<file path="src/rtl/regfile_pkg.sv">
// Shared constants and register-map helpers for the channel register file.
package regfile_pkg;

    localparam int ADDR_W = 7;
    localparam int DATA_W = 8;
    localparam int DEPTH  = 128;

    // Requester indices; index 0 has fixed top priority.
    localparam int unsigned REQ_SPI = 0;
    localparam int unsigned REQ_MC  = 1;
    localparam int unsigned REQ_AUX = 2;

    // Register map: per-channel blocks of CH_STRIDE bytes.
    localparam int CH_STRIDE      = 4;
    localparam int FLAGS_POS_BASE = 0;
    localparam int SPEED_TGT_BASE = 64;

    typedef enum logic {
        ACC_READ  = 1'b0,
        ACC_WRITE = 1'b1
    } acc_kind_e;

    function automatic logic [ADDR_W-1:0] flags_pos_addr(input logic [3:0] ch);
        return ADDR_W'(FLAGS_POS_BASE + int'(ch) * CH_STRIDE);
    endfunction

    function automatic logic [ADDR_W-1:0] speed_tgt_addr(input logic [3:0] ch);
        return ADDR_W'(SPEED_TGT_BASE + int'(ch) * CH_STRIDE);
    endfunction

endpackage

</file>
<file path="src/rtl/regfile_rr_pick.sv">
// Combinational round-robin picker over requesters 1..N-1 (bit 0 ignored).
// Search starts at i_ptr and wraps from N-1 back to 1.
module regfile_rr_pick
    import regfile_pkg::*;
#(
    parameter int N     = 3,
    parameter int PTR_W = $clog2(N)
) (
    input  logic [N-1:0]     i_req,
    input  logic [PTR_W-1:0] i_ptr,
    output logic [N-1:0]     o_gnt,
    output logic             o_valid
);

    logic [N-1:0] w_cand;
    logic [N-1:0] w_upper;
    logic [N-1:0] w_sel;

    // Candidates are requesters 1..N-1; prefer those at or above the pointer,
    // otherwise wrap to the lowest candidate, then isolate the lowest set bit.
    assign w_cand  = {i_req[N-1:1], 1'b0};
    assign w_upper = w_cand & ~((N'(1) << i_ptr) - N'(1));
    assign w_sel   = (|w_upper) ? w_upper : w_cand;
    assign o_gnt   = w_sel & (~w_sel + N'(1));
    assign o_valid = |w_cand;

endmodule

</file>
<file path="src/rtl/regfile_arbiter.sv">
// Arbiter and storage for the shared 128x8 channel register file.
// Requester 0 has fixed priority, others round-robin; a bounded lock makes
// multi-byte bursts atomic.
module regfile_arbiter
    import regfile_pkg::*;
#(
    parameter int N_REQ    = 3,
    parameter int ADDR_W   = regfile_pkg::ADDR_W,
    parameter int DATA_W   = regfile_pkg::DATA_W,
    parameter int LOCK_MAX = 8
) (
    input  logic                      clk,
    input  logic                      resetn,
    input  logic [N_REQ-1:0]          req,
    input  logic [N_REQ-1:0]          we,
    input  logic [N_REQ-1:0]          lock,
    input  logic [N_REQ*ADDR_W-1:0]   addr,
    input  logic [N_REQ*DATA_W-1:0]   wdata,
    output logic [N_REQ-1:0]          gnt,
    output logic [N_REQ-1:0]          rvalid,
    output logic [DATA_W-1:0]         rdata,
    output logic                      owner_valid,
    output logic [$clog2(N_REQ)-1:0]  owner_id,
    output logic                      lock_abort
);

    localparam int ID_W      = $clog2(N_REQ);
    localparam int CNT_W     = $clog2(LOCK_MAX + 1);
    localparam int MEM_DEPTH = 1 << ADDR_W;

    logic [DATA_W-1:0] r_mem [MEM_DEPTH];

    logic [N_REQ-1:0]  r_rvalid;
    logic [DATA_W-1:0] r_rdata;
    logic              r_owner_valid;
    logic [ID_W-1:0]   r_owner_id;
    logic              r_lock_abort;
    logic [ID_W-1:0]   r_rr_ptr;
    logic [CNT_W-1:0]  r_lock_cnt;

    logic [ADDR_W-1:0] w_addr  [N_REQ];
    logic [DATA_W-1:0] w_wdata [N_REQ];

    logic [N_REQ-1:0]  w_rr_gnt;
    logic              w_rr_valid;
    logic [N_REQ-1:0]  w_gnt_raw;
    logic [ID_W-1:0]   w_sel_id;
    logic              w_fire;
    acc_kind_e         w_sel_kind;
    logic              w_sel_lock;
    logic [ADDR_W-1:0] w_sel_addr;
    logic [DATA_W-1:0] w_sel_wdata;
    logic              w_acquire;
    logic              w_release;
    logic              w_timeout;

    for (genvar g = 0; g < N_REQ; g++) begin : g_unpack
        assign w_addr[g]  = addr[g*ADDR_W +: ADDR_W];
        assign w_wdata[g] = wdata[g*DATA_W +: DATA_W];
    end

    regfile_rr_pick #(
        .N     (N_REQ),
        .PTR_W (ID_W)
    ) u_rr_pick (
        .i_req   (req),
        .i_ptr   (r_rr_ptr),
        .o_gnt   (w_rr_gnt),
        .o_valid (w_rr_valid)
    );

    // Grant selection: a lock owner excludes everyone, else SPI, else round-robin.
    always_comb begin
        w_gnt_raw = '0;
        if (r_owner_valid) begin
            w_gnt_raw[r_owner_id] = req[r_owner_id];
        end else if (req[REQ_SPI]) begin
            w_gnt_raw[REQ_SPI] = 1'b1;
        end else if (w_rr_valid) begin
            w_gnt_raw = w_rr_gnt;
        end
    end

    // Encode the one-hot grant into the index of the winning requester.
    always_comb begin
        w_sel_id = '0;
        for (int unsigned i = 0; i < N_REQ; i++) begin
            if (w_gnt_raw[i]) begin
                w_sel_id = ID_W'(i);
            end
        end
    end

    assign gnt         = resetn ? w_gnt_raw : '0;
    assign w_fire      = |gnt;
    assign w_sel_kind  = we[w_sel_id] ? ACC_WRITE : ACC_READ;
    assign w_sel_lock  = lock[w_sel_id];
    assign w_sel_addr  = w_addr[w_sel_id];
    assign w_sel_wdata = w_wdata[w_sel_id];

    assign w_acquire = !r_owner_valid && w_fire && w_sel_lock;
    assign w_release = r_owner_valid && w_fire && !w_sel_lock;
    assign w_timeout = r_owner_valid && !w_release &&
                       (r_lock_cnt == CNT_W'(LOCK_MAX - 1));

    // Storage array kept reset-free so it maps onto block RAM.
    always_ff @(posedge clk) begin
        if (w_fire && w_sel_kind == ACC_WRITE) begin
            r_mem[w_sel_addr] <= w_sel_wdata;
        end
    end

    // Read return, round-robin pointer and lock ownership/timeout tracking.
    always_ff @(posedge clk or negedge resetn) begin
        if (!resetn) begin
            r_rvalid      <= '0;
            r_rdata       <= '0;
            r_owner_valid <= 1'b0;
            r_owner_id    <= '0;
            r_lock_abort  <= 1'b0;
            r_rr_ptr      <= ID_W'(1);
            r_lock_cnt    <= '0;
        end else begin
            r_rvalid     <= '0;
            r_lock_abort <= 1'b0;

            if (w_fire && w_sel_kind == ACC_READ) begin
                r_rvalid <= gnt;
                r_rdata  <= r_mem[w_sel_addr];
            end

            if (w_fire && w_sel_id != ID_W'(REQ_SPI)) begin
                r_rr_ptr <= (w_sel_id == ID_W'(N_REQ - 1)) ? ID_W'(1)
                                                            : w_sel_id + ID_W'(1);
            end

            // A releasing beat on the timeout edge wins: normal release, no abort.
            if (w_acquire) begin
                r_owner_valid <= 1'b1;
                r_owner_id    <= w_sel_id;
                r_lock_cnt    <= '0;
            end else if (w_release) begin
                r_owner_valid <= 1'b0;
                r_lock_cnt    <= '0;
            end else if (w_timeout) begin
                r_owner_valid <= 1'b0;
                r_lock_abort  <= 1'b1;
                r_lock_cnt    <= '0;
            end else if (r_owner_valid) begin
                r_lock_cnt <= r_lock_cnt + CNT_W'(1);
            end
        end
    end

    assign rvalid      = r_rvalid;
    assign rdata       = r_rdata;
    assign owner_valid = r_owner_valid;
    assign owner_id    = r_owner_id;
    assign lock_abort  = r_lock_abort;

endmodule

</file>
<file path="config.mk">
export PLATFORM = sky130hd
export DESIGN_NAME = regfile_arbiter
export DESIGN_NICKNAME = d
export VERILOG_FILES = /design/src/rtl/regfile_pkg.sv /design/src/rtl/regfile_rr_pick.sv /design/src/rtl/regfile_arbiter.sv
export SDC_FILE = /design/constraint.sdc
export NUM_CORES = 1
export LEC_CHECK = 0
export BUFFER_PORTS_ARGS = -buffer_cell sky130_fd_sc_hd__buf_4
export CORE_UTILIZATION = 40
export DETAILED_ROUTE_END_ITERATION = 6
export GPL_ROUTABILITY_DRIVEN = 0
export HOLD_SLACK_MARGIN = 0.1
export PLACE_DENSITY = 0.65
export SLEW_MARGIN = 5
export SYNTH_ARGS = -nofsm -noshare
export SYNTH_HDL_FRONTEND = slang
export SYNTH_SLANG_ARGS = --single-unit
</file>
<file path="constraint.sdc">
create_clock -name clk -period 7.6 [get_ports clk]
set_input_delay 0 -clock clk [delete_from_list [all_inputs] [get_ports clk]]
set_output_delay 0 -clock clk [all_outputs]
set_load 0.01 [all_outputs]
</file>
==> results.txt <==
- After legalization and detailed placement, the total HPWL measured 74020 um.
- Relative to the synthesized area, the layout overhead comes to 14.08%.
* Iter 0 DRT Violations: 4423
* Number of input and output port buffers inserted: 73
- Antenna Nets Post-Route: 0
- Post-synth top flop: sky130_fd_sc_hd__edfxtp_1
- Power density over the cells: around 370 nW/um^2
- The worst path in the final design needs a cycle of 5769 ps, including I/O delays and setup.
* Count of flip-flops with a built-in enable after synthesis: 1024
* DRT Pass-1 Iters: 7
- Lkg Pwr: 15.30 nW
- The tree is rooted in a sky130_fd_sc_hd__clkbuf_16.
- Starting Density: 40.47%
* Worst path most repeated cell: sky130_fd_sc_hd__o22ai_1
- Power comes to 0.01732 W.
- Of the available clock period, the critical path in the final layout requires 75.91%.
- CP startpoint kind: register
* Area of the die: between 100000 and 150000 sq um
- The number of setup buffers added after CTS is 0.
* Share of synthesized cell area in full adder, half adder and majority cells: less than 1%
* Post-detailed-routing wire length: 126300 um
* First-pass GRT wire length: 180100 um
* Maximum vdd drop: 275.7 uV
- Slew Limit Fails: 0
- For this design, the sink count on the clock tree is 1045.
- Min-Delay Path Class: in -> reg
- After clock tree synthesis, the clock-pin slew on the worst setup and hold paths is 60 ps.
- In the final timing run, aggregate negative setup slack is 0 ps.
* Status: completed
- The synthesized netlist devotes 6.917% of its cell area to simple gates.
- Post-synth ARST share: 2.010%
- The routed layout has around 27000 vias.
* Data required time of the worst path: 8160 ps
* Final worst clock skew: 26.61 ps
* Critical Path, Cell by Cell: or3b_1, dlygate4sd3_1, o21a_1, o22ai_1, or2_4, o22ai_1, a221oi_1, o22ai_1, o31a_1, or4_1, o32a_1
- Stage delay of the slowest cell on the critical path: 870 ps
- In the post-route analysis, the smallest setup slack over all paths is 1831 ps.
- Number of antenna cells inserted: 0
- Synthesis produced 2783 cells.
- Setup repair after global routing left no endpoint under its margin.
- After Yosys synthesis, XOR and XNOR cells account for 0% of the synthesized area.
- The clock passes through at most 3 buffers.
* Count of filler cells inserted in the layout: 8654
- The critical path is of the reg -> reg type.
* Combined area of all synthesized cells: 41290 sq um
- Vertical die dimension: 323.3 um
* Via density per instance: 6.136
- GRT Overall Usage: 23.86%
- CP max FO: 42
* Achievable Freq: around 170 MHz
- Critical-path top delay cell: sky130_fd_sc_hd__a221oi_1
* Area of the core: slightly above 100000 sq um
- Prior to clock tree synthesis, the placed netlist has a worst setup slack of 2198 ps.
- Dominant combinational cell family by area after synthesis: compound AO/OA/AOI/OAI gates
- Averaged over all synthesized cells, the footprint is 14.84 sq um.
* Antenna violations before repair: 2
- 74 I/O pins were placed.
- The synthesized netlist devotes between 10% and 20% of its cell area to compound gates.
- The floorplan has approximately 120 rows.
- Final setup violation count: 0
* Num CTS Buffers: 105
- Synthesized netlist net count: about 2800
- Worst R2R Setup Slack: ~1800 ps
- Via count of the first global-routing pass: 24964
* Number of flip-flops and latches in the synthesized netlist: 1045
* Routed wire per std cell: 29.08 um
- Ratio of cells with drive above 1 in the final layout: 13.01%
* Number of endpoints with negative hold slack in the final report: 0
* Maximum capacitance violations: 0
- Part of the Yosys area used for sequential elements: roughly 76%
- Count of different cell masters after synthesis: 77
- Clock tree from TritonCTS: built
- The final layout contains 2940 nets.
- The worst setup path is captured at a register.
- Remaining design rule violation count: 0
* Maximum level of the CTS H-tree: 3
- Entering global routing, the biggest net connects 125 pins.
- GRT Residual Overflow: 0
- The worst pin sits at a relative slew slack of between 10% and 20%.
- For this run, the number of Yosys warnings is 0.
- After synthesis, the share of cell area in mux cells is 4.096%.
- Worst Tran Pin Value: 1321 ps
* Die X-Extent: 323.3 um
- Data arrival time of the critical path: between 6000 and 7000 ps
- Clock latency on the worst-skew pair, taken at its later pin, is 670 ps.
[synth_stat cells (4+ instances only)]
cell type                   count  area (sq um)
sky130_fd_sc_hd__a32oi_1        4         35.03
sky130_fd_sc_hd__clkbuf_1      81         304.0
sky130_fd_sc_hd__mux2_2        36         405.4
sky130_fd_sc_hd__nor2_1       170         638.1
sky130_fd_sc_hd__buf_6          5         56.30
sky130_fd_sc_hd__and3_1         9         56.30
sky130_fd_sc_hd__o31a_1         6         52.55
sky130_fd_sc_hd__a211oi_1       7         52.55
sky130_fd_sc_hd__o21ai_0       69         345.3
sky130_fd_sc_hd__o22a_1         9         78.83
sky130_fd_sc_hd__o311ai_0       5         43.79
sky130_fd_sc_hd__or3_1          4         25.02
sky130_fd_sc_hd__and2_1         4         25.02
sky130_fd_sc_hd__o31ai_1        4         30.03
sky130_fd_sc_hd__buf_4          7         52.55
sky130_fd_sc_hd__nand3b_1       5         37.54
sky130_fd_sc_hd__a22oi_1       63         473.0
sky130_fd_sc_hd__a222oi_1      25         250.2
sky130_fd_sc_hd__a41oi_1        4         35.03
sky130_fd_sc_hd__edfxtp_1    1024         30750
sky130_fd_sc_hd__a221oi_1      54         473.0
sky130_fd_sc_hd__buf_2         60         300.3
sky130_fd_sc_hd__a21oi_1      239          1196
sky130_fd_sc_hd__o41ai_1       18         157.7
sky130_fd_sc_hd__a31o_2         4         35.03
sky130_fd_sc_hd__o221ai_1       8         70.07
sky130_fd_sc_hd__mux2i_1      127          1271
sky130_fd_sc_hd__o211ai_1      12         90.09
sky130_fd_sc_hd__nor4_1        13         81.33
sky130_fd_sc_hd__nand2b_1       4         25.02
sky130_fd_sc_hd__a2111oi_0      4         35.03
sky130_fd_sc_hd__nor3_1        18         90.09
sky130_fd_sc_hd__nand2_1      432          1622
sky130_fd_sc_hd__a221o_1       14         140.1
sky130_fd_sc_hd__a31oi_1       16         100.1
sky130_fd_sc_hd__buf_1         21         78.83
sky130_fd_sc_hd__nand3_1       13         65.06
sky130_fd_sc_hd__a22o_1        14         122.6
sky130_fd_sc_hd__a21o_1         6         45.04
sky130_fd_sc_hd__inv_1         16         60.06
sky130_fd_sc_hd__dfrtp_1       20         500.5
sky130_fd_sc_hd__o22ai_1       66         412.9
[repair_timing]
item                      4_1_cts  5_1_grt
resized for setup               0        0
hold endpoints to repair       42        0
hold buffers                   15        0
[flip-flops by register name, indices dropped and copies added (netlist names)]
signal       flops
lock_abort       1
owner_valid      1
owner_id         2
r_rr_ptr         2
r_lock_cnt       4
r_mem         1024
rdata            8
rvalid           3
[metal layers]
metal  vias up  track usage (%)  wire length, um
met3       300            5.291            16570
met5         -                0               26
met1     13233            33.25            47850
met4         4            9.321             5028
li1      11053                -                -
met2      2059            36.34            56830
[layout by cell type, fill, tap and decap left out, types with 6 or more instances in the layout]
master / instances
sky130_fd_sc_hd__clkinvlp_4: 6
sky130_fd_sc_hd__a22oi_1: 63
sky130_fd_sc_hd__o211ai_1: 12
sky130_fd_sc_hd__dlygate4sd3_1: 14
sky130_fd_sc_hd__a221o_1: 14
sky130_fd_sc_hd__mux2_2: 36
sky130_fd_sc_hd__nor3_2: 6
sky130_fd_sc_hd__o31a_1: 6
sky130_fd_sc_hd__o41ai_1: 18
sky130_fd_sc_hd__nand2_1: 426
sky130_fd_sc_hd__o22a_1: 9
sky130_fd_sc_hd__a221oi_1: 54
sky130_fd_sc_hd__o221ai_1: 8
sky130_fd_sc_hd__inv_1: 8
sky130_fd_sc_hd__edfxtp_1: 1024
sky130_fd_sc_hd__clkbuf_16: 108
sky130_fd_sc_hd__buf_4: 146
sky130_fd_sc_hd__nand3_1: 13
sky130_fd_sc_hd__a31oi_1: 16
sky130_fd_sc_hd__clkbuf_1: 28
sky130_fd_sc_hd__a222oi_1: 25
sky130_fd_sc_hd__a22o_1: 14
sky130_fd_sc_hd__and3_1: 9
sky130_fd_sc_hd__nor2_1: 163
sky130_fd_sc_hd__inv_4: 8
sky130_fd_sc_hd__buf_12: 7
sky130_fd_sc_hd__o21ai_0: 69
sky130_fd_sc_hd__nor3_1: 12
sky130_fd_sc_hd__nor4_1: 13
sky130_fd_sc_hd__mux2i_1: 127
sky130_fd_sc_hd__o22ai_1: 66
sky130_fd_sc_hd__clkinv_2: 19
sky130_fd_sc_hd__a21o_1: 6
sky130_fd_sc_hd__clkinv_1: 23
sky130_fd_sc_hd__a21oi_1: 238
sky130_fd_sc_hd__dfrtp_1: 20
[stage by stage]
step           hold WS [ps]  instance area (sq um)  util [%]  instances
2_1_floorplan        -295.6                  41290         -       2783
3_3_place_gp         -56.60                  43610     42.74       4129
3_5_place_dp         -47.34                  43610     42.74       4129
4_1_cts               138.2                  47100     46.16       4343
5_1_grt               163.8                  47110     46.17       4343
6_report              169.7                  47110     46.17       4343
[worst paths after layout]
check / from / to / cells after the start
max reg2reg: owner_valid / rdata[2] / 11
min in group asynchronous: resetn / rvalid[1] / 4
min reg2reg: r_rr_ptr[0] / r_rr_ptr[0] / 1
max: owner_valid / rdata[2] / 11
max in group asynchronous: resetn / r_rr_ptr[0] / 4
min: addr[6] / rdata[1] / 4
[cells by family (layout without fill, tap and decap cells)]
family	Yosys count	after routing
and+or+nand+nor	697	697
buffers and inverters	190	382
adders and majority gates	1	1
AOI/OAI and AO/OA	686	686
muxes	164	164
DFF	1045	1045
[cell type report]
type,count,area [sq um],area share (%)
Clock buffer,140,2863,6.077
Clock inverter,59,467.9,0.9934
Inverter,16,80.08,0.1700
Multi-Input combinational cell,1548,9333,19.81
Sequential cell,1045,31280,66.39
Tap cell,1368,1712,3.633
Timing Repair Buffer,167,1376,2.922
[where the power goes]
| part | switching [W] | total, W | internal (W) |
|---|---|---|---|
| Combinational | 0.00386 | 0.00515 | 0.00129 |
| Sequential | 0.000107 | 0.00716 | 0.00706 |
| Clock | 0.00219 | 0.00501 | 0.00282 |
[worst max-delay path, delay by kind of cell, from the launching register on]
| kind | cells | cell delay (ps) |
|---|---|---|
| compound gates | 7 | 2720 |
| simple gates | 3 | 1630 |
| flops | 1 | 670 |
| buf+inv | 1 | 610 |
(Power assumes the default switching activity.)
